File: src/rtl/mem_wb_skid_stage.sv
`default_nettype none
// ============================================================================
//  Module      : mem_wb_skid_stage
//  Description : MEM->WB pipeline stage built as a 2-entry skid buffer with a
//                valid/ready handshake. Each entry holds writeback info for
//                one instruction and counts its Tnew down. The final
//                register-file write data is formatted from the head entry:
//                load lane extract/extend, alternate source, or ALU result.
//  Revision    : 1.0 - initial release
// ============================================================================
module mem_wb_skid_stage #(
    parameter int DATA_W = 32,
    parameter int REG_AW = 5,
    parameter int TNEW_W = 2,
    localparam int LSB_W = $clog2(DATA_W / 8)
) (
    input  logic              clk,
    input  logic              reset,
    input  logic              flush,
    input  logic              in_valid,
    output logic              in_ready,
    input  logic [31:0]       in_pc,
    input  logic [REG_AW-1:0] in_rd,
    input  logic              in_we,
    input  logic [2:0]        in_ld_op,
    input  logic [DATA_W-1:0] in_mem_data,
    input  logic [LSB_W-1:0]  in_addr_lo,
    input  logic [DATA_W-1:0] in_result,
    input  logic [DATA_W-1:0] in_alt,
    input  logic [TNEW_W-1:0] in_tnew,
    output logic              out_valid,
    input  logic              out_ready,
    output logic [31:0]       out_pc,
    output logic [REG_AW-1:0] out_rd,
    output logic              out_we,
    output logic [DATA_W-1:0] out_wdata,
    output logic [TNEW_W-1:0] out_tnew
);

    localparam logic [2:0] c_OP_NONE = 3'd0;
    localparam logic [2:0] c_OP_LB   = 3'd1;
    localparam logic [2:0] c_OP_LBU  = 3'd2;
    localparam logic [2:0] c_OP_LH   = 3'd3;
    localparam logic [2:0] c_OP_LHU  = 3'd4;
    localparam logic [2:0] c_OP_LW   = 3'd5;
    localparam logic [2:0] c_OP_ALT  = 3'd7;

    // Buffer bookkeeping
    logic [1:0]        r_count;
    logic              r_head;
    logic              r_tail;

    // Entry storage. The data field already holds the selected source
    // (memory word, alternate source or ALU result), so formatting at the
    // output only needs lane extraction.
    logic [31:0]       r_pc   [2];
    logic [REG_AW-1:0] r_rd   [2];
    logic              r_we   [2];
    logic [2:0]        r_op   [2];
    logic [DATA_W-1:0] r_data [2];
    logic [LSB_W-1:0]  r_alo  [2];
    logic [TNEW_W-1:0] r_tnew [2];

    logic              w_push;
    logic              w_pop;
    logic              w_valid;
    logic [DATA_W-1:0] w_src;
    logic [TNEW_W-1:0] w_tnew_cap;

    // in_ready depends on the registered count only, keeping in_valid off
    // any combinational path back to the MEM side.
    assign in_ready   = (r_count != 2'd2);
    assign w_valid    = (r_count != 2'd0);
    assign w_push     = in_valid & in_ready;
    assign w_pop      = w_valid & out_ready;
    assign w_tnew_cap = (in_tnew == '0) ? '0 : (in_tnew - TNEW_W'(1));

    // Pick the data source at capture time; loads keep the raw memory word
    always_comb begin
        w_src = in_mem_data;
        if (in_ld_op == c_OP_ALT) begin
            w_src = in_alt;
        end else if (in_ld_op == c_OP_NONE) begin
            w_src = in_result;
        end
    end

    // Pointers, occupancy and per-entry capture / Tnew countdown
    always_ff @(posedge clk) begin
        if (reset || flush) begin
            r_count <= 2'd0;
            r_head  <= 1'b0;
            r_tail  <= 1'b0;
            for (int i = 0; i < 2; i++) begin
                r_pc[i]   <= '0;
                r_rd[i]   <= '0;
                r_we[i]   <= 1'b0;
                r_op[i]   <= '0;
                r_data[i] <= '0;
                r_alo[i]  <= '0;
                r_tnew[i] <= '0;
            end
        end else begin
            r_count <= r_count + {1'b0, w_push} - {1'b0, w_pop};
            if (w_push) begin
                r_tail <= ~r_tail;
            end
            if (w_pop) begin
                r_head <= ~r_head;
            end
            for (int i = 0; i < 2; i++) begin
                if (w_push && (r_tail == i[0])) begin
                    r_pc[i]   <= in_pc;
                    r_rd[i]   <= in_rd;
                    r_we[i]   <= in_we;
                    r_op[i]   <= in_ld_op;
                    r_data[i] <= w_src;
                    r_alo[i]  <= in_addr_lo;
                    r_tnew[i] <= w_tnew_cap;
                end else if (r_tnew[i] != '0) begin
                    r_tnew[i] <= r_tnew[i] - TNEW_W'(1);
                end
            end
        end
    end

    // Head entry view
    logic [DATA_W-1:0] w_h_data;
    logic [LSB_W-1:0]  w_h_alo;
    logic [2:0]        w_h_op;
    logic [LSB_W+2:0]  w_b_amt;
    logic [LSB_W+2:0]  w_h_amt;
    logic [DATA_W-1:0] w_byte_sh;
    logic [DATA_W-1:0] w_half_sh;
    logic [DATA_W-1:0] w_word;
    logic [DATA_W-1:0] w_wdata;

    assign w_h_data  = r_data[r_head];
    assign w_h_alo   = r_alo[r_head];
    assign w_h_op    = r_op[r_head];

    // Byte lane is addr_lo; halfword lane ignores addr_lo[0]
    assign w_b_amt   = {w_h_alo, 3'b000};
    assign w_h_amt   = {w_h_alo[LSB_W-1:1], 4'b0000};
    assign w_byte_sh = w_h_data >> w_b_amt;
    assign w_half_sh = w_h_data >> w_h_amt;

    // Word loads: full word on 32-bit datapaths, sign-extended lane on 64-bit
    generate
        if (DATA_W == 64) begin : g_word64
            assign w_word = w_h_alo[LSB_W-1] ? {{32{w_h_data[63]}}, w_h_data[63:32]}
                                             : {{32{w_h_data[31]}}, w_h_data[31:0]};
        end else begin : g_word32
            assign w_word = w_h_data;
        end
    endgenerate

    // Writeback data formatting; ld, alt and none pass the stored value
    always_comb begin
        w_wdata = w_h_data;
        case (w_h_op)
            c_OP_LB:  w_wdata = {{(DATA_W-8){w_byte_sh[7]}}, w_byte_sh[7:0]};
            c_OP_LBU: w_wdata = {{(DATA_W-8){1'b0}}, w_byte_sh[7:0]};
            c_OP_LH:  w_wdata = {{(DATA_W-16){w_half_sh[15]}}, w_half_sh[15:0]};
            c_OP_LHU: w_wdata = {{(DATA_W-16){1'b0}}, w_half_sh[15:0]};
            c_OP_LW:  w_wdata = w_word;
            default:  w_wdata = w_h_data;
        endcase
    end

    // Outputs are forced to zero while the buffer is empty
    assign out_valid = w_valid;
    assign out_pc    = w_valid ? r_pc[r_head] : '0;
    assign out_rd    = w_valid ? r_rd[r_head] : '0;
    assign out_we    = w_valid & r_we[r_head] & (r_rd[r_head] != '0);
    assign out_wdata = w_valid ? w_wdata : '0;
    assign out_tnew  = w_valid ? r_tnew[r_head] : '0;

endmodule
`default_nettype wire
File: config.mk
export PLATFORM = sky130hd
export DESIGN_NAME = mem_wb_skid_stage
export DESIGN_NICKNAME = d
export VERILOG_FILES = /design/src/rtl/mem_wb_skid_stage.sv
export SDC_FILE = /design/constraint.sdc
export NUM_CORES = 1
export LEC_CHECK = 0
export BUFFER_PORTS_ARGS = -buffer_cell sky130_fd_sc_hd__buf_2
export CAP_MARGIN = 20
export CELL_PAD_IN_SITES_DETAIL_PLACEMENT = 0
export CELL_PAD_IN_SITES_GLOBAL_PLACEMENT = 1
export CORE_UTILIZATION = 45
export DETAILED_ROUTE_END_ITERATION = 7
export PLACE_DENSITY_LB_ADDON = 0.05
export SYNTH_ARGS = -nofsm -noshare
export SYNTH_HDL_FRONTEND = slang
export SYNTH_SLANG_ARGS = --single-unit
File: constraint.sdc
create_clock -name clk -period 14.2 [get_ports clk]
set_input_delay 2.84 -clock clk [delete_from_list [all_inputs] [get_ports clk]]
set_output_delay 2.84 -clock clk [all_outputs]
set_load 0.005 [all_outputs]
* Yosys cells after proc, flatten, opt, wreduce, memory -nomap -nowiden
Memories as Yosys holds them, arrays and structs flattened. A register that Yosys moved wholly into a read port is not among the register bits. Cells that the tools add are included.
Cells by class: add/subtract/negate cells 5, reductions and logical operators 9, shift operators 2, multiplexer cells 54, bitwise gates (word level) 22, eq/ne operators 6
Operators with widths (number):
- $mux 32 | 8
- $pmux 32 s4 | 1
- $mux 1 | 32
- $shr 32x5->16 | 1
- $shr 32x5->8 | 1
- $mux 2 | 8
- $or 1x1->1 | 16
- $mux 5 | 3
- $eq 3x2->1 const B | 2
- $eq 3x3->1 const B | 2
- $mux 3 | 2
- $reduce_bool 2->1 | 3
- $sub 2x1->2 const B | 3
- $reduce_bool 5->1 | 1
- $and 1x1->1 | 4
- $eq 3x1->1 const B | 1
- $logic_not 3->1 | 1
- $add 2x1->2 | 1
- $logic_and 1x1->1 | 2
- $logic_not 2->1 | 1
- $ne 2x2->1 const B | 1
- $not 1->1 | 2
- $sub 2x1->2 | 1
- $logic_or 1x1->1 | 1
Storage, ports and cells: logic and storage cells 108, memories kept 7, RAM bits 154, bits of input ports 146, flip-flop bits (word level) 4
Memories:
- r_data | words 2, bits a word 32, rd ports 1, clocked after memory_dff 1, write ports 2, RTL line 60 | logic [DATA_W-1:0] r_data [2];
- r_pc | words 2, bits a word 32, rd ports 1, clocked after memory_dff 1, write ports 2, RTL line 56 | logic [31:0] r_pc [2];
- r_rd | words 2, bits a word 5, rd ports 1, clocked after memory_dff 1, write ports 2, RTL line 57 | logic [REG_AW-1:0] r_rd [2];
- r_op | words 2, bits a word 3, rd ports 1, clocked after memory_dff 1, write ports 2, RTL line 59 | logic [2:0] r_op [2];
- r_alo | words 2, bits a word 2, rd ports 1, clocked after memory_dff 1, write ports 2, RTL line 61 | logic [LSB_W-1:0] r_alo [2];
- r_tnew | words 2, bits a word 2, rd ports 3, clocked after memory_dff 1, write ports 2, RTL line 62 | logic [TNEW_W-1:0] r_tnew [2];
- +1 memories

* Longest topological paths before layout
Gate-level depths: netlist of run 1.
depth in word-level cells 8, gate-level depth with buffers 9, gate-level depth less buffers 9

* Worst setup path after synthesis of run 1
Ideal clock, no wire load.
kind input -> register, from in in_valid, to mem r_tnew[0][0] (data pin), cell stages on the path 4, path buffers 0, setup time 0.275 ns, path slack 5.027 ns, arrival time 8.898 ns, cells stage by stage nand2_1 -> o21ai_0 -> or3_1 -> o31ai_1
RTL lines:
- start, declared | RTL line 20 | input logic in_valid,
- end, declared | RTL line 62

==> impl_table.tex, run 1 <==
\begin{tabular}{lr}
\hline
Metric & Value \\
\hline
\multicolumn{2}{l}{\textbf{Place}} \\
\quad Last weighted congestion value of the routability-driven placer & $\sim$0.80 \\
\quad Area after DPL & 9450 sq um \\
\quad Total instance count after detailed placement & 1067 \\
\quad DP Wirelength & $\sim$14000 microns \\
\quad Number of input and output port buffers inserted & 219 \\
\multicolumn{2}{l}{\textbf{Clock tree}} \\
\quad Maximum buffer depth of the clock tree & 2 \\
\quad Number of gates resized after cts & 0 \\
\quad Number of buffers inserted by hold repair at cts & 0 \\
\quad Post-CTS setup buffers & 0 \\
\quad Clock Tree Root & sky130\_fd\_sc\_hd\_\_clkbuf\_16 \\
\quad Number of CTS-inserted buffers & 17 \\
\quad H-tree depth & 4 \\
\quad CTS tree & done \\
\quad Clock slew at reported path FFs & 0.07 ns \\
\quad Clock insertion delay at the later pin of the skew report & 0.43 ns \\
\quad TritonCTS Sinks & 159 \\
\multicolumn{2}{l}{\textbf{Synthesis}} \\
\quad Number of enable flip-flop cells after synthesis & 154 \\
\quad Synth Area in Adders & 0.609\% \\
\quad Area share of the leading cell type in the synthesized netlist & 56.3\% \\
\quad Synthesized net count & approximately 800 \\
\quad Post-synthesis share of cell area spent on xor and xnor gates & 0.746\% \\
\quad Sequential-to-total area share from yosys stat & 57.5\% \\
\quad Most used DFF post-synth & sky130\_fd\_sc\_hd\_\_edfxtp\_1 \\
\quad Fraction of registers with async set or reset after synthesis & 0\% \\
\quad Syn Inst Count & around 650 \\
\quad Synth Warn \# & 0 \\
\quad Synth top area cells & sky130\_fd\_sc\_hd\_\_edfxtp\_1 56\%, sky130\_fd\_sc\_hd\_\_mux2i\_1 15\%, sky130\_fd\_sc\_hd\_\_a211oi\_1 4.3\% \\
\quad Simple-gate area share of the yosys netlist & about 9.8\% \\
\quad Largest area contributor in the netlist & sky130\_fd\_sc\_hd\_\_edfxtp\_1 \\
\quad Mux cell area share after synthesis & between 10\% and 20\% \\
\quad Count of unique library cells instantiated by Yosys & a little over 50 \\
\quad Average cell area after synthesis & 12.6 sq um \\
\quad Number of flip-flops and latches in the synthesized netlist & 159 \\
\quad Combinational family with the most area after synthesis & multiplexers \\
\quad Summed instance area of the synthesized netlist & between 8000 and 9000 sq um \\
\quad Complex-gate fraction of the synthesized area & 11.1\% \\
\multicolumn{2}{l}{\textbf{Worst setup path}} \\
\quad Reg2Reg Depth & 6 \\
\quad Startpoint kind of the worst setup timing path & register \\
\quad Crit path max fanout & 63 \\
\quad Startpoint of the lowest-slack register-to-register path & r\_count[0] \\
\quad Standard cell with the maximum stage delay on the critical path & sky130\_fd\_sc\_hd\_\_buf\_4 \\
\quad Kind of capture point of the worst setup path & output pin \\
\quad Data required time of the critical path & 11.36 ns \\
\quad RR Endpoint & r\_tnew[0][1] \\
\quad FF-to-FF setup slack & roughly 12 ns \\
\quad Type of the setup path with the least slack & register to output pin \\
\quad Biggest cell delay along the critical path & 0.74 ns \\
\quad Critical path data arrival time & approximately 3.5 ns \\
\quad Crit path cell chain & buf\_4 -> buf\_4 -> mux2i\_1 -> mux2i\_1 -> a221oi\_1 -> a211oi\_1 -> buf\_2 \\
\multicolumn{2}{l}{\textbf{Floorplanning}} \\
\quad Total Die Area & 18800 sq um \\
\quad Floorplan row count & 49 \\
\quad I/O Pins & 220 \\
\quad Die boundary width & 137 microns \\
\quad Chip height & 137 microns \\
\quad Starting density of the core & 45.9\% \\
\quad Core box area & 17900 sq um \\
\multicolumn{2}{l}{\textbf{Timing}} \\
\quad Achievable Freq & 158 MHz \\
\quad Max Slew Vio Count & 0 \\
\quad Max-slew headroom at the worst pin & 29.0\% \\
\quad Largest clock skew in the final design & 0.0143 ns \\
\quad Final-report hold violation count & 0 \\
\quad Unrepaired setup endpoints after global routing & no \\
\quad Final critical-path share of the clock period & 44.5\% \\
\quad Setup tns final & 0 ns \\
\quad Transition time at the pin with the least slew margin & $\sim$1.1 ns \\
\quad Number of failing setup endpoints in the final timing report & 0 \\
\quad Min Clock Period, post-route & between 6 and 7 ns \\
\multicolumn{2}{l}{\textbf{Detailed routing}} \\
\quad First-pass iteration count of the detailed router & 4 \\
\quad Total routed wirelength & just over 20000 microns \\
\quad Via count & approximately 5900 \\
\quad Via density & 5.39 \\
\quad Wire per inst & 18.8 microns \\
\quad Number of remaining DRC errors & 0 \\
\quad First DRT Iteration DRCs & 247 \\
\quad Number of routed nets with antenna violations & 0 \\
\multicolumn{2}{l}{\textbf{GRT}} \\
\quad Global-route wire length before repair & 30600 microns \\
\quad Global router's overall resource usage & 22.1\% \\
\quad Vias in the first global route & 5702 \\
\quad Number of antenna violations at the first check in global routing & 1 \\
\quad GRT overflow & 0 \\
\quad Largest net degree at the start of global routing & slightly below 80 \\
\multicolumn{2}{l}{\textbf{Cells and area}} \\
\quad Number of non-filler instances in the completed layout & about 1100 \\
\quad Commonest non-fill, non-tap cell in the layout & sky130\_fd\_sc\_hd\_\_buf\_2 \\
\quad Most used cells in the layout excluding fill and tap cells & 219 x sky130\_fd\_sc\_hd\_\_buf\_2, 154 x sky130\_fd\_sc\_hd\_\_edfxtp\_1, 123 x sky130\_fd\_sc\_hd\_\_mux2i\_1 \\
\quad Area growth, synth to finish & 21.7\% \\
\quad ANT cells & 0 \\
\quad Final layout net count & 1007 \\
\quad Final instance area & roughly 10000 sq um \\
\quad Fraction of layout cells with a size suffix above 1 & 32.1\% \\
\multicolumn{2}{l}{\textbf{Worst hold path}} \\
\quad Min-delay worst type & register to register \\
\quad Destination of the worst hold path & r\_head \\
\quad Hold\_sp & r\_head \\
\quad Number of cells on the worst hold path & 2 \\
\multicolumn{2}{l}{\textbf{Pwr}} \\
\quad Leakage component of the power & around 4.1 nW \\
\quad Design Power & between 1 and 1.5 mW \\
\quad Power density over cell area & 113 nW/um\^{}2 \\
\quad Peak VDD IR & 0.0000820 V \\
\multicolumn{2}{l}{\textbf{Outcome}} \\
\quad Result of the run & completed \\
\multicolumn{2}{l}{\textbf{Flow run}} \\
\quad Count of max-cap constraint violations & 0 \\
\hline
\end{tabular}
## cell type report
class | instances | area (sq um)
repair buffers | 228 | 1160
well taps | 229 | 287
flip-flops and latches | 159 | 4730
multi-input cells | 441 | 3230
fillers | 1570 | 7900
clock buffers | 18 | 429
inverters | 10 | 37.5
clock inverters | 14 | 126
## worst max-delay path: cells and delay by family (launching register included)
kind | cells | cell delay, ns
mux | 2 | 0.50
compound gates | 2 | 0.52
flops | 1 | 0.33
buf+inv | 3 | 1.60
## metal layers
layer	wire length [microns]	global-route usage, %	vias to the layer above
met4	365	7.63	0
met5	0	0	-
met3	1380	6.37	27
met2	10000	36.3	206
met1	8820	27.9	2814
li1	-	-	2882
## power breakdown
group | switching (mW) | total [mW] | internal, mW
Combinational | 0.0827 | 0.141 | 0.0579
Clock | 0.193 | 0.423 | 0.230
Sequential | 0.0158 | 0.565 | 0.549
Total | 0.291 | 1.13 | 0.837
## stage by stage
stage	utilization [%]	setup slack (ns)	hold WS (ns)
3_5_place_dp	52.8	8.29	0.523
2_1_floorplan	-	5.03	0.481
6_report	55.9	7.88	0.536
3_3_place_gp	52.8	8.36	0.499
4_1_cts	55.9	7.84	0.544
5_1_grt	55.9	7.64	0.566
## how the worst max path moves through the flow
stage                               end  slack [ns]  depth (start not counted)
after floorplan            r_tnew[0][0]        5.03                          4
after global placement     out_wdata[6]        8.36                          7
after detailed placement   out_wdata[6]        8.29                          7
after CTS                  out_wdata[6]        7.84                          7
after global routing      out_wdata[14]        7.64                          8
final                      out_wdata[6]        7.88                          7
## logic make-up (layout without fill, tap and decap cells)
kind of cell / count (synthesis) / in the layout
AND/OR/NAND/NOR: 166 / 166
flip-flops: 159 / 159
AO/OA/AOI/OAI: 133 / 133
multiplexers: 131 / 131
buffers and inverters: 54 / 270
XOR/XNOR: 7 / 7
adder cells (fa/ha/maj): 4 / 4
## flip-flops by register name (all words and copies together), names as in the netlist, named ones only
name     cells
r_pc        64
r_tnew       4
r_rd        10
r_tail       1
r_we         2
r_count      2
r_alo        4
r_op         6
r_head       1
r_data      64
## Yosys cell counts, drive strengths merged (2+ instances only)
cell / n
edfxtp: 154
mux2i: 127
nor2: 87
a211oi: 48
and2: 45
o21ai: 30
a21oi: 26
buf: 23
clkbuf: 21
inv: 10
nand2: 8
a211o: 7
a221oi: 7
nor2b: 7
xnor2: 6
dfxtp: 5
nand2b: 5
ha: 4
mux2: 4
nand3: 4
o32ai: 3
a31oi: 2
nor3: 2
o31ai: 2
or3: 2
No activity file was read; power rests on OpenSTA's default activity.
==> run 2, diff against run 1 <==
--- a/config.mk
+++ b/config.mk
@@ -5,11 +5,12 @@
 export SDC_FILE = /design/constraint.sdc
 export NUM_CORES = 1
 export LEC_CHECK = 0
+export ABC_AREA = 1
 export BUFFER_PORTS_ARGS = -buffer_cell sky130_fd_sc_hd__buf_2
 export CAP_MARGIN = 20
 export CELL_PAD_IN_SITES_DETAIL_PLACEMENT = 0
 export CELL_PAD_IN_SITES_GLOBAL_PLACEMENT = 1
-export CORE_UTILIZATION = 45
+export CORE_UTILIZATION = 40
 export DETAILED_ROUTE_END_ITERATION = 7
 export PLACE_DENSITY_LB_ADDON = 0.05
 export SYNTH_ARGS = -nofsm -noshare
==> constraint.sdc (replaced) <==
create_clock -name clk -period 6.5 [get_ports clk]
set_input_delay 1.3 -clock clk [delete_from_list [all_inputs] [get_ports clk]]
set_output_delay 1.3 -clock clk [all_outputs]
set_load 0.005 [all_outputs]
==> run 2 against run 1 <==
  * Hold slack got worse by 0.10 ns
  * Die area up 18%
  * Core utilization down 5.7 points
  * Sequential share of layout area fell by 2.5 points
  * Worst setup slack worse by 6.1 ns
  * Critical path depth rose by 4
==> impl_table.tex, run 2 <==
\begin{tabular}{lr}
\hline
Metric & Value \\
\hline
\multicolumn{2}{l}{\textbf{Floorplanning}} \\
\quad Total Die Area & between 20000 and 25000 sq um \\
\quad Starting density of the core & between 40\% and 50\% \\
\quad Core box area & 21100 sq um \\
\quad Die boundary width & about 150 microns \\
\quad Chip height & 149 microns \\
\quad I/O Pins & between 200 and 250 \\
\quad Floorplan row count & 53 \\
\multicolumn{2}{l}{\textbf{Worst setup path}} \\
\quad Startpoint kind of the worst setup timing path & register \\
\quad RR Endpoint & r\_data[0][4] \\
\quad FF-to-FF setup slack & 3.85 ns \\
\quad Critical path data arrival time & approximately 3.5 ns \\
\quad Crit path max fanout & 85 \\
\quad Type of the setup path with the least slack & register to output pin \\
\quad Reg2Reg Depth & 5 \\
\quad Kind of capture point of the worst setup path & output pin \\
\quad Data required time of the critical path & 5.20 ns \\
\quad Startpoint of the lowest-slack register-to-register path & r\_count[0] \\
\multicolumn{2}{l}{\textbf{Synthesis}} \\
\quad Number of flip-flops and latches in the synthesized netlist & 159 \\
\quad Average cell area after synthesis & 8.52 sq um \\
\quad Synthesized net count & roughly 1200 \\
\quad Area share of the leading cell type in the synthesized netlist & 53.7\% \\
\quad Largest area contributor in the netlist & sky130\_fd\_sc\_hd\_\_edfxtp\_1 \\
\quad Synth top cells by count & 290 x sky130\_fd\_sc\_hd\_\_nand2\_1, 176 x sky130\_fd\_sc\_hd\_\_inv\_1, 154 x sky130\_fd\_sc\_hd\_\_edfxtp\_1 \\
\quad Sequential-to-total area share from yosys stat & 54.9\% \\
\quad Leading cell type by number of instances after synthesis & sky130\_fd\_sc\_hd\_\_nand2\_1 \\
\quad Complex-gate fraction of the synthesized area & 8.00\% \\
\quad Combinational family with the most area after synthesis & simple AND/OR/NAND/NOR gates \\
\quad Summed instance area of the synthesized netlist & 8600 sq um \\
\quad Number of enable flip-flop cells after synthesis & 154 \\
\quad Simple-gate area share of the yosys netlist & 21.5\% \\
\quad Post-synthesis share of cell area spent on xor and xnor gates & less than 1\% \\
\quad Synth top area cells & sky130\_fd\_sc\_hd\_\_edfxtp\_1 54\%, sky130\_fd\_sc\_hd\_\_nand2\_1 13\%, sky130\_fd\_sc\_hd\_\_inv\_1 7.7\% \\
\quad Syn Inst Count & around 1000 \\
\quad Most used DFF post-synth & sky130\_fd\_sc\_hd\_\_edfxtp\_1 \\
\quad Synth Area in Adders & less than 1\% \\
\quad Count of unique library cells instantiated by Yosys & 35 \\
\quad Synth Warn \# & 0 \\
\quad Mux cell area share after synthesis & 4.30\% \\
\quad Fraction of registers with async set or reset after synthesis & 0\% \\
\multicolumn{2}{l}{\textbf{Detailed routing}} \\
\quad First-pass iteration count of the detailed router & 5 \\
\quad Via density & 4.56 \\
\quad First DRT Iteration DRCs & 312 \\
\quad Wire per inst & 13.9 microns \\
\quad Number of remaining DRC errors & 0 \\
\quad Via count & 6817 \\
\quad Total routed wirelength & $\sim$21000 microns \\
\quad Number of routed nets with antenna violations & 0 \\
\multicolumn{2}{l}{\textbf{Place}} \\
\quad Number of input and output port buffers inserted & around 220 \\
\quad Last weighted congestion value of the routability-driven placer & 0.822 \\
\quad Area after DPL & 9910 sq um \\
\quad Worst slack at placement & 2.10 ns \\
\quad DP Wirelength & 14000 microns \\
\quad Total instance count after detailed placement & about 1500 \\
\multicolumn{2}{l}{\textbf{Worst hold path}} \\
\quad Hold\_sp & r\_head \\
\quad Min-delay worst type & register to register \\
\quad Number of cells on the worst hold path & 1 \\
\multicolumn{2}{l}{\textbf{Timing}} \\
\quad Transition time at the pin with the least slew margin & 0.954 ns \\
\quad Min Clock Period, post-route & 4.75 ns \\
\quad Largest clock skew in the final design & 0.00979 ns \\
\quad Final critical-path share of the clock period & between 70\% and 80\% \\
\quad Number of failing setup endpoints in the final timing report & 0 \\
\quad Achievable Freq & 210 MHz \\
\quad Max-slew headroom at the worst pin & between 30\% and 40\% \\
\quad Final setup margin & 1.75 ns \\
\quad Setup tns final & 0 ns \\
\quad Unrepaired setup endpoints after global routing & no \\
\quad Post-Route Hold Slack & 0.434 ns \\
\quad Max Slew Vio Count & 0 \\
\quad Final-report hold violation count & 0 \\
\multicolumn{2}{l}{\textbf{Clock tree}} \\
\quad Clock slew at reported path FFs & 0.07 ns \\
\quad Post-CTS setup buffers & 0 \\
\quad Clock Tree Root & sky130\_fd\_sc\_hd\_\_clkbuf\_16 \\
\quad TritonCTS Sinks & around 160 \\
\quad Number of buffers inserted by hold repair at cts & 0 \\
\quad Number of gates resized after cts & 0 \\
\quad Clock insertion delay at the later pin of the skew report & 0.42 ns \\
\quad CTS tree & done \\
\quad Number of CTS-inserted buffers & 17 \\
\quad H-tree depth & 4 \\
\quad Maximum buffer depth of the clock tree & 2 \\
\multicolumn{2}{l}{\textbf{Cells and area}} \\
\quad ANT cells & 0 \\
\quad Fraction of layout cells with a size suffix above 1 & 27.4\% \\
\quad Most used cells in the layout excluding fill and tap cells & 287 x sky130\_fd\_sc\_hd\_\_nand2\_1, 219 x sky130\_fd\_sc\_hd\_\_buf\_2, 176 x sky130\_fd\_sc\_hd\_\_inv\_1 \\
\quad Area growth, synth to finish & 22.9\% \\
\quad Number of non-filler instances in the completed layout & 1496 \\
\quad Largest registers & r\_data (64), r\_pc (64), r\_rd (10) \\
\quad Final layout net count & 1358 \\
\quad Final instance area & between 10000 and 15000 sq um \\
\quad Commonest non-fill, non-tap cell in the layout & sky130\_fd\_sc\_hd\_\_nand2\_1 \\
\quad Share of the core filled with cells in the final layout & 50.1\% \\
\multicolumn{2}{l}{\textbf{GRT}} \\
\quad Vias in the first global route & 6344 \\
\quad Number of antenna violations at the first check in global routing & 0 \\
\quad Largest net degree at the start of global routing & 86 \\
\quad GRT overflow & 0 \\
\quad Global-route wire length before repair & 32400 microns \\
\quad Global router's overall resource usage & about a fifth \\
\multicolumn{2}{l}{\textbf{Pwr}} \\
\quad Peak VDD IR & 0.000231 V \\
\quad Design Power & roughly 2.6 mW \\
\quad Leakage component of the power & around 5.4 nW \\
\quad Power density over cell area & 248 nW/um\^{}2 \\
\multicolumn{2}{l}{\textbf{Outcome}} \\
\quad Result of the run & completed \\
\multicolumn{2}{l}{\textbf{Flow run}} \\
\quad Count of max-cap constraint violations & 0 \\
\hline
\end{tabular}
run 2: cell count changes after synthesis, moves of 30 or more:
cell and change:
sky130_fd_sc_hd__mux2i_1 -122, sky130_fd_sc_hd__a21oi_1 +46, sky130_fd_sc_hd__a211oi_1 -47, sky130_fd_sc_hd__inv_1 +166
sky130_fd_sc_hd__nand2_1 +282, sky130_fd_sc_hd__mux2_2 +30, sky130_fd_sc_hd__and2_1 -44
run 2: cell families after synthesis:
| kind of cell | after synthesis |
|---|---|
| simple gates | 451 |
| buf+inv | 228 |
| flops | 159 |
| compound gates | 134 |
| mux | 33 |
| fa+ha+maj | 4 |
| xor+xnor | 1 |
run 2: layout make-up:
type,count,area (sq um)
fill,2093,10500
sequential,159,4730
multi-input combinational,623,3010
timing repair buffer,227,1180
inverter,180,678
clock buffer,17,425
tap,275,344
clock inverter,15,211
run 2: worst max path at each step:
stage,end,depth (start not counted)
5_1_grt,out_wdata[19],11
6_report,out_wdata[19],11
3_3_place_gp,out_wdata[19],11
3_5_place_dp,out_wdata[19],11
2_1_floorplan,r_tnew[1][1],6
4_1_cts,out_wdata[19],11
run 2: metal layers:
metal,global-route usage [%],up-vias,share of wire (%),wire length [microns]
met5,0,-,0,0
met4,5.26,0,1.0,211
met3,3.44,14,5.0,1050
met2,33.8,185,49,10200
met1,24.9,3035,45,9430
li1,-,3583,-,-
run 2: critical path, cell delays in order (launching register included):
cell and delay, ns:
sky130_fd_sc_hd__dfxtp_4 0.98, sky130_fd_sc_hd__inv_2 0.29, sky130_fd_sc_hd__buf_4 0.44, sky130_fd_sc_hd__nand2_1 0.14, sky130_fd_sc_hd__nand2_1 0.07, sky130_fd_sc_hd__nand2_1 0.08
sky130_fd_sc_hd__nand3_1 0.09, sky130_fd_sc_hd__nand3_1 0.12, sky130_fd_sc_hd__nand2_4 0.10, sky130_fd_sc_hd__nor2_4 0.45, sky130_fd_sc_hd__nor2_1 0.07, sky130_fd_sc_hd__buf_2 0.16
run 2: where the power goes:
group          total, mW  internal [mW]  switching (mW)
clock network       1.04          0.595           0.449
logic              0.364          0.136           0.228
registers           1.22           1.20          0.0218
==> run 3, diff against run 2 <==
--- a/config.mk
+++ b/config.mk
@@ -5,12 +5,12 @@
 export SDC_FILE = /design/constraint.sdc
 export NUM_CORES = 1
 export LEC_CHECK = 0
-export ABC_AREA = 1
+export ABC_AREA = 0
 export BUFFER_PORTS_ARGS = -buffer_cell sky130_fd_sc_hd__buf_2
 export CAP_MARGIN = 20
 export CELL_PAD_IN_SITES_DETAIL_PLACEMENT = 0
 export CELL_PAD_IN_SITES_GLOBAL_PLACEMENT = 1
-export CORE_UTILIZATION = 40
+export CORE_UTILIZATION = 38
 export DETAILED_ROUTE_END_ITERATION = 7
 export PLACE_DENSITY_LB_ADDON = 0.05
 export SYNTH_ARGS = -nofsm -noshare
==> constraint.sdc (replaced) <==
create_clock -name clk -period 4.2 [get_ports clk]
set_input_delay 0.84 -clock clk [delete_from_list [all_inputs] [get_ports clk]]
set_output_delay 0.84 -clock clk [all_outputs]
set_load 0.005 [all_outputs]
==> run 3 against run 2 <==
  * Non-clock buffer count rose by 4
  * Global-route usage fell by 0.19 points
  * Largest cell class unchanged
  * Sequential power rose by 57%
  * Register-to-register slack got worse by 2.1 ns
  * Via count fell by 14%
  * Design area fell by 4.1%
  * Total power rose by 50%
  * Critical path depth fell by 5
==> impl_table.tex, run 3 (synthesized netlist as in run 1, its figures left out) <==
\begin{tabular}{lr}
\hline
Metric & Value \\
\hline
\multicolumn{2}{l}{\textbf{Outcome}} \\
\quad Result of the run & completed \\
\multicolumn{2}{l}{\textbf{Floorplanning}} \\
\quad Chip height & about 150 microns \\
\quad Total Die Area & 22200 sq um \\
\quad Die boundary width & 149 microns \\
\quad Floorplan row count & 53 \\
\quad I/O Pins & 220 \\
\quad Starting density of the core & about two fifths \\
\quad Core box area & 21100 sq um \\
\multicolumn{2}{l}{\textbf{Cells and area}} \\
\quad Multi-input gate area in the final layout & around 3200 sq um \\
\quad ANT cells & 0 \\
\quad Final layout net count & between 1000 and 1500 \\
\quad Commonest non-fill, non-tap cell in the layout & sky130\_fd\_sc\_hd\_\_buf\_2 \\
\quad Layout fillers & roughly 2000 \\
\quad Area growth, synth to finish & 23.3\% \\
\quad Largest registers & r\_data (64), r\_pc (64), r\_rd (10) \\
\quad Final instance area & between 10000 and 15000 sq um \\
\quad Share of the core filled with cells in the final layout & 48.1\% \\
\quad Fraction of layout cells with a size suffix above 1 & 32.0\% \\
\quad Most used cells in the layout excluding fill and tap cells & 219 x sky130\_fd\_sc\_hd\_\_buf\_2, 154 x sky130\_fd\_sc\_hd\_\_edfxtp\_1, 123 x sky130\_fd\_sc\_hd\_\_mux2i\_1 \\
\quad Combined flip-flop and latch cell area & 4730 sq um \\
\multicolumn{2}{l}{\textbf{Timing}} \\
\quad Largest clock skew in the final design & 0.00997 ns \\
\quad Unrepaired setup endpoints after global routing & no \\
\quad Final critical-path share of the clock period & 89.8\% \\
\quad Max-slew headroom at the worst pin & between 50\% and 60\% \\
\quad Number of failing setup endpoints in the final timing report & 0 \\
\quad Min Clock Period, post-route & 3.77 ns \\
\quad Max Slew Vio Count & 0 \\
\quad Transition time at the pin with the least slew margin & 0.714 ns \\
\quad Final-report hold violation count & 0 \\
\quad Setup tns final & 0 ns \\
\quad Achievable Freq & roughly 270 MHz \\
\multicolumn{2}{l}{\textbf{GRT}} \\
\quad GRT overflow & 0 \\
\quad Vias in the first global route & 6082 \\
\quad Largest net degree at the start of global routing & 84 \\
\quad Number of antenna violations at the first check in global routing & 1 \\
\quad Global-route wire length before repair & 32600 microns \\
\quad Global router's overall resource usage & 19.3\% \\
\multicolumn{2}{l}{\textbf{Clock tree}} \\
\quad Number of CTS-inserted buffers & 17 \\
\quad TritonCTS Sinks & roughly 160 \\
\quad Post-CTS setup buffers & 0 \\
\quad Number of buffers inserted by hold repair at cts & 0 \\
\quad CTS tree & done \\
\quad Number of gates resized after cts & 0 \\
\quad H-tree depth & 4 \\
\quad Maximum buffer depth of the clock tree & 2 \\
\quad Clock insertion delay at the later pin of the skew report & 0.41 ns \\
\quad Clock slew at reported path FFs & 0.06 ns \\
\quad Clock Tree Root & sky130\_fd\_sc\_hd\_\_clkbuf\_16 \\
\multicolumn{2}{l}{\textbf{Flow run}} \\
\quad Count of max-cap constraint violations & 0 \\
\multicolumn{2}{l}{\textbf{Worst setup path}} \\
\quad Startpoint kind of the worst setup timing path & register \\
\quad Crit path max fanout & 17 \\
\quad Type of the setup path with the least slack & register to output pin \\
\quad Critical path data arrival time & 2.93 ns \\
\quad Biggest cell delay along the critical path & around 0.68 ns \\
\quad Kind of capture point of the worst setup path & output pin \\
\quad Kind of cell with the highest combined delay on the critical path & multiplexers \\
\quad Data required time of the critical path & about 3.4 ns \\
\quad Crit path cell chain & mux2i\_2 -> mux2i\_1 -> a21oi\_1 -> a211o\_1 -> a21oi\_1 -> buf\_2 \\
\quad Worst path buffer plus inverter count & 1 \\
\quad Critical path's most frequent cell & sky130\_fd\_sc\_hd\_\_a21oi\_1 \\
\quad Standard cell with the maximum stage delay on the critical path & sky130\_fd\_sc\_hd\_\_edfxtp\_1 \\
\multicolumn{2}{l}{\textbf{Detailed routing}} \\
\quad Number of remaining DRC errors & 0 \\
\quad Via count & 5865 \\
\quad Met2 WL post-DR & 10500 microns \\
\quad First-pass iteration count of the detailed router & 4 \\
\quad Wire per inst & 18.2 microns \\
\quad Total routed wirelength & around 21000 microns \\
\quad Number of routed nets with antenna violations & 0 \\
\quad Via density & 5.11 \\
\quad First DRT Iteration DRCs & 260 \\
\quad Total length of routed met3 wires & roughly 1200 microns \\
\quad Met1 WL & 8730 microns \\
\quad Highest metal used & met5 \\
\multicolumn{2}{l}{\textbf{Place}} \\
\quad Number of input and output port buffers inserted & 219 \\
\quad Last weighted congestion value of the routability-driven placer & 0.864 \\
\quad Area after DPL & 9540 sq um \\
\quad DP Wirelength & approximately 15000 microns \\
\multicolumn{2}{l}{\textbf{Pwr}} \\
\quad Power density over cell area & between 300 and 400 nW/um\^{}2 \\
\quad Leakage component of the power & 4.08 nW \\
\quad Design Power & 3.94 mW \\
\quad Peak VDD IR & 0.000263 V \\
\multicolumn{2}{l}{\textbf{Worst hold path}} \\
\quad Min-delay worst type & register to register \\
\hline
\end{tabular}
[run 3: changes by cell type in the layout (fill, tap and decap cells not counted), moves of 8 or more]
cell / delta
sky130_fd_sc_hd__nand3_1: -8
sky130_fd_sc_hd__mux2_2: -30
sky130_fd_sc_hd__a21oi_1: -46
sky130_fd_sc_hd__o21ai_0: -31
sky130_fd_sc_hd__or2_2: -12
sky130_fd_sc_hd__nand2_1: -279
sky130_fd_sc_hd__nor2_2: -10
sky130_fd_sc_hd__nor2_1: -25
sky130_fd_sc_hd__and2_1: +44
sky130_fd_sc_hd__inv_1: -166
sky130_fd_sc_hd__mux2i_1: +122
sky130_fd_sc_hd__a211oi_1: +47
[run 3: path summary, 6_finish.rpt]
path / startpoint / endpoint / slack (ns) / cells past startpoint
setup reg to reg: r_count[0] / r_data[1][17] / 1.73 / 4
hold / removal: r_head / register / 0.53 / 2
setup / recovery: r_alo[0][1] / out_wdata[13] / 0.43 / 6
hold reg to reg: r_head / register / 0.53 / 2
[run 3: metal layers]
layer,GRT usage [%],vias up
met5,0,-
li1,-,2884
met2,33.3,172
met4,6.73,2
met1,23.4,2786
met3,4.77,21
[run 3: worst register-to-register path, cell delays in order (launching register included)]
cell                       delay [ns]
sky130_fd_sc_hd__dfxtp_1         0.39
sky130_fd_sc_hd__nand2b_1        0.18
sky130_fd_sc_hd__nand2_1         0.27
sky130_fd_sc_hd__o21ai_4         0.66
sky130_fd_sc_hd__buf_4           0.59
[run 3: area by class of cell]
| cell class | count | area share [%] |
|---|---|---|
| timing repair buffer | 231 | 11.8 |
| tap | 275 | 3.40 |
| inverter | 10 | 0.370 |
| sequential | 159 | 46.7 |
| clock buffer | 18 | 4.24 |
| clock inverter | 13 | 1.62 |
| multi-input combinational | 441 | 31.9 |
[run 3: power by group]
| part | leakage, nW | internal, mW | switching (mW) |
|---|---|---|---|
| sequential | 1.79 | 1.86 | 0.0555 |
| clock | 0.283 | 0.935 | 0.620 |
| combinational | 2.01 | 0.199 | 0.274 |
[run 3: stage by stage]
stage               worst slack (ns)  std cells  hold WS [ns]
finish                         0.428       1147         0.527
global route                   0.290       1147         0.575
CTS                            0.485       1147         0.528
detailed placement             0.930       1116         0.509
global placement               0.962       1116         0.495
floorplan                      0.572        654         0.481
